$ cat src/rtl/mips_sys_pkg.sv
// Shared definitions for the MIPS syscall service stage: service codes,
// output-entry layout and the run/drain/halt state encoding.
package mips_sys_pkg;

  localparam logic [31:0] SYS_PRINT_INT  = 32'd1;
  localparam logic [31:0] SYS_EXIT       = 32'd10;
  localparam logic [31:0] SYS_PRINT_CHAR = 32'd11;
  localparam logic [31:0] SYS_EXIT2      = 32'd17;

  typedef enum logic {
    KIND_INT  = 1'b0,
    KIND_CHAR = 1'b1
  } kind_e;

  typedef struct packed {
    kind_e       kind;
    logic [31:0] data;
  } fifo_entry_t;

  typedef enum logic [1:0] {
    ST_RUN    = 2'd0,
    ST_DRAIN  = 2'd1,
    ST_HALTED = 2'd2
  } state_e;

endpackage

$ cat src/rtl/syscall_fifo.sv
// First-word-fall-through FIFO of {kind, data} console entries.
// Pointers carry one extra wrap bit so full and empty are distinguishable.
module syscall_fifo
  import mips_sys_pkg::*;
#(
  parameter int DEPTH = 4
) (
  input  logic        clock,
  input  logic        reset,
  input  logic        push,
  input  logic        pop,
  input  fifo_entry_t wdata,
  output fifo_entry_t head,
  output logic        full,
  output logic        empty
);

  localparam int AW = $clog2(DEPTH);
  localparam logic [AW:0] PTR_ONE = 1;

  logic [AW:0] wr_ptr;
  logic [AW:0] rd_ptr;
  fifo_entry_t mem [DEPTH];

  logic wr_en;
  logic rd_en;

  assign full  = (wr_ptr[AW] != rd_ptr[AW]) && (wr_ptr[AW-1:0] == rd_ptr[AW-1:0]);
  assign empty = (wr_ptr == rd_ptr);
  assign wr_en = push && !full;
  assign rd_en = pop && !empty;
  assign head  = mem[rd_ptr[AW-1:0]];

  // NOTE: sequential state uses non-blocking assignments so every flop samples pre-edge values.
  always_ff @(posedge clock) begin
    if (!reset) begin
      wr_ptr <= '0;
      rd_ptr <= '0;
    end else begin
      if (wr_en) wr_ptr <= wr_ptr + PTR_ONE;
      if (rd_en) rd_ptr <= rd_ptr + PTR_ONE;
    end
  end

  // NOTE: storage is not reset; the pointers alone define which entries are live.
  always_ff @(posedge clock) begin
    if (wr_en) mem[wr_ptr[AW-1:0]] <= wdata;
  end

endmodule

$ cat src/rtl/mips_syscall_unit.sv
// Syscall service stage behind the single-cycle MIPS core: decodes v0/a0,
// queues console output, stalls on a full queue and halts once drained after exit.
module mips_syscall_unit
  import mips_sys_pkg::*;
#(
  parameter int DEPTH = 4
) (
  input  logic        clock,
  input  logic        reset,
  input  logic        syscall,
  input  logic [31:0] v0,
  input  logic [31:0] a0,
  output logic        stall,
  output logic        out_valid,
  input  logic        out_ready,
  output logic [31:0] out_data,
  output logic        out_kind,
  output logic        halted,
  output logic [31:0] exit_code,
  output logic        bad_code,
  output logic [15:0] svc_count
);

  state_e      state;
  state_e      state_nxt;
  fifo_entry_t push_entry;
  fifo_entry_t head;
  logic        fifo_full;
  logic        fifo_empty;
  logic        is_print;
  logic        is_exit;
  logic        accept;
  logic        push;
  logic        pop;

  assign is_print = (v0 == SYS_PRINT_INT) || (v0 == SYS_PRINT_CHAR);
  assign is_exit  = (v0 == SYS_EXIT) || (v0 == SYS_EXIT2);

  // Stall ignores out_ready, so a full queue never sees a push and pop together.
  assign stall  = syscall && (state == ST_RUN) && is_print && fifo_full;
  assign accept = syscall && (state == ST_RUN) && !stall;
  assign push   = accept && is_print;
  assign pop    = out_valid && out_ready;

  assign push_entry.kind = (v0 == SYS_PRINT_CHAR) ? KIND_CHAR : KIND_INT;
  assign push_entry.data = (v0 == SYS_PRINT_CHAR) ? {24'b0, a0[7:0]} : a0;

  syscall_fifo #(.DEPTH(DEPTH)) u_fifo (
    .clock (clock),
    .reset (reset),
    .push  (push),
    .pop   (pop),
    .wdata (push_entry),
    .head  (head),
    .full  (fifo_full),
    .empty (fifo_empty)
  );

  // Head is masked while empty so the payload reads zero out of reset.
  assign out_valid = !fifo_empty;
  assign out_data  = fifo_empty ? 32'b0 : head.data;
  assign out_kind  = fifo_empty ? 1'b0 : head.kind;
  assign halted    = (state == ST_HALTED);

  always_ff @(posedge clock) begin
    if (!reset) state <= ST_RUN;
    else        state <= state_nxt;
  end

  // NOTE: next state is defaulted first so no path through the case infers a latch.
  always_comb begin
    state_nxt = state;
    case (state)
      ST_RUN:    if (accept && is_exit) state_nxt = ST_DRAIN;
      ST_DRAIN:  if (fifo_empty) state_nxt = ST_HALTED;
      ST_HALTED: state_nxt = ST_HALTED;
      default:   state_nxt = ST_RUN;
    endcase
  end

  always_ff @(posedge clock) begin
    if (!reset) begin
      exit_code <= '0;
      bad_code  <= 1'b0;
      svc_count <= '0;
    end else if (accept) begin
      if (svc_count != 16'hFFFF) svc_count <= svc_count + 16'd1;
      if (v0 == SYS_EXIT)  exit_code <= '0;
      if (v0 == SYS_EXIT2) exit_code <= a0;
      if (!is_print && !is_exit) bad_code <= 1'b1;
    end
  end

endmodule

$ cat config.mk
export PLATFORM = sky130hd
export DESIGN_NAME = mips_syscall_unit
export DESIGN_NICKNAME = d
export VERILOG_FILES = /design/src/rtl/mips_sys_pkg.sv /design/src/rtl/syscall_fifo.sv /design/src/rtl/mips_syscall_unit.sv
export SDC_FILE = /design/constraint.sdc
export NUM_CORES = 1
export LEC_CHECK = 0
export BUFFER_PORTS_ARGS = -buffer_cell sky130_fd_sc_hd__buf_2
export CAP_MARGIN = 20
export CORE_MARGIN = 4
export CORE_UTILIZATION = 59
export DETAILED_ROUTE_END_ITERATION = 6
export PLACE_DENSITY = 0.84
export SYNTH_ARGS = -nofsm -noshare
export SYNTH_HDL_FRONTEND = slang
export SYNTH_SLANG_ARGS = --single-unit
export TNS_END_PERCENT = 50
$ cat constraint.sdc
create_clock -name clock -period 6.6 [get_ports clock]
set_input_delay 1.32 -clock clock [delete_from_list [all_inputs] [get_ports clock]]
set_output_delay 1.32 -clock clock [all_outputs]
set_load 0.01 [all_outputs]
==> out/metrics.cfg <==
[placed_design]
preCtsSetupSlack_ns=2.50
io_buffers=152
hpwl_um=10600
gp_congestion=0.830

[critical_path]
crit_type=in -> out
start_kind=primary input
cp.required_ns=5.28
crit_fanout=7
end_kind=output pin
worstPathArrival_ns=2.78

[finish]
drive_gt1_share_pct=36.2
fillCellCount=812
fin_util_pct=72.4
num_antenna_cells=0
area_growth_pct=18.5
final_nets=723

[cts]
postCtsResizedCells=0
root_buffer=clkbuf_16
worstSkewPairLatency_ns=0.42
cts_buffers=17
cts_setup_buffers=0
cts.sinks=191
cts_htree_levels=4
tritoncts=yes
cts_buffer_depth=2
clkTransAtPathRegs_ns=0.06
cts_hold_buf=0

[grt]
first_global_vias=4953
grtUsageTotal_pct=22.1
antenna_found_initial=0
grt_pass1_wl_um=25400
grt_max_degree=35
gr-total-overflow=0

[floorplan]
core_um2=12800
rows=41
ios=153
initial_utilization_pct=61.1
fp.dieW_um=123
fp.dieArea_um2=15200
die_h_um=123

[power_and_ir_drop]
power.ir.vdd_worst_mv=0.164
p_per_area_nw_per_um2=248
leakage_nw=3.50

[synth]
synth_area_leaders=edfxtp_1 51%, dfxtp_1 15%, mux4_2 9.5%
async_flop_share_pct=0
yosys.area.top_type=edfxtp_1
synth_ff_type=edfxtp_1
netlist.area_leader.share_pct=50.6
synth-xor-area-share_pct=0.783
yosys_warnings=0
synth_edf_count=132
synth_nets=572
synth.mux.area_fraction_pct=10.4
synthSimpleGateAreaFrac_pct=12.5
synth_area_um2=7830
synthAdderAreaFrac_pct=1.60
synth_top_family_by_area=simple AND/OR/NAND/NOR gates
post_synth.cell_area_avg_um2=15.9
seq_area_frac_synth_pct=65.7
synth-seq-cells=191
yosysMostFrequentCell=edfxtp_1
syn_inst=494
synth_common_cells=132 x edfxtp_1, 59 x dfxtp_1, 38 x and2_1
synth_cell_types=49
synth_compound_area_share_pct=6.92

[sta]
drv_slew=0
setup_viol=0
worst_pin_slew_ns=1.03
fin_crit_ns=4.10
finalWorstSetupSlack_ns=2.50
hold_viol=0
fin_crit_sh_pct=62.1
worst_clock_skew_ns=0.00603
max_freq_mhz=244
slew_headroom_pct=30.7
rsz0062_at_grt=false
tns_ns=0

[route]
viasPerCell=5.83
wl_per_cell_um=19.5
drc=0
ant_nets=0
wl_met1_um=6500
dr.first_iter.drc_count=361
vias=4838
wl_met2_um=8570
top_layer_used=met4
dr.pass1.iters=5
totalWireLength_um=16200
dr_wl_met3_um=797

[flow_run]
cap_viol_max_count=0

[hold_path]
min_path_type=reg -> reg

[run_status]
status=finished, final reports clean

[registers in the layout (all words and copies together) (netlist names), named ones only]
signal and flops:
u_fifo.rd_ptr 3, u_fifo.mem 132, bad_code 1, state 2
u_fifo.wr_ptr 3, exit_code 32, svc_count 16
[critical path: stages]
cell and delay (ns):
buf_2 0.10, nor4_2 0.38, nand4_4 0.28, or2_1 0.35, nor3_1 0.19, buf_2 0.16
[power by group]
part / switching [mW] / leakage (nW) / internal, mW
combinational: 0.0359 / 1.57 / 0.0243
clock: 0.405 / 0.268 / 0.560
sequential: 0.00165 / 1.66 / 1.28
[cell type report]
type / count / area [µm²] / share of cell area, %
sequential: 191 / 5150 / 55.5
multi-input combinational: 271 / 2530 / 27.2
timing repair buffer: 158 / 810 / 8.72
clock buffer: 27 / 503 / 5.42
tap: 172 / 215 / 2.32
clock inverter: 5 / 55.1 / 0.593
inverter: 6 / 22.5 / 0.243
[final timing paths]
kind	slack, ns	endpoint	depth (start not counted)	from
setup / recovery	2.50	stall	6	v0[9]
hold / removal	0.47	bad_code$_SDFFE_PN0P_	2	bad_code$_SDFFE_PN0P_
setup reg to reg	3.80	u_fifo.mem[1][3]$_DFFE_PP_	6	state[0]$_SDFFE_PN0P_
hold reg to reg	0.47	bad_code$_SDFFE_PN0P_	2	bad_code$_SDFFE_PN0P_
[per-layer routing]
layer / global-route usage (%) / vias up
li1: - / 2240
met4: 7.89 / 0
met1: 28.1 / 2412
met3: 4.53 / 27
met5: 0 / -
met2: 37.8 / 159
[stage by stage]
step,cells,hold WS [ns],power (mW),cell area [µm²]
2_1_floorplan,494,0.451,1.33,7830
3_3_place_gp,797,0.455,1.36,8710
3_5_place_dp,797,0.453,1.37,8710
4_1_cts,829,0.478,2.32,9270
5_1_grt,830,0.488,2.37,9280
6_report,830,0.474,2.30,9280
[logic make-up (layout without fill, tap and decap cells)]
logic type	count (synthesis)	in the layout
DFF	191	191
and+or+nand+nor	145	145
AOI/OAI and AO/OA	69	69
muxes	40	40
buffers and inverters	32	196
adders and majority gates	10	10
xor gates and xnor gates	7	7
[cell usage in the layout, fill, tap and decap left out, types with 13 or more instances in the layout]
cell	count
edfxtp_1	132
and2_1	34
mux4_2	33
a21oi_1	13
nand2_1	17
nor2b_1	24
clkbuf_16	17
buf_2	152
dfxtp_1	57
a22o_1	33
Power figures use the tool's default switching activity.
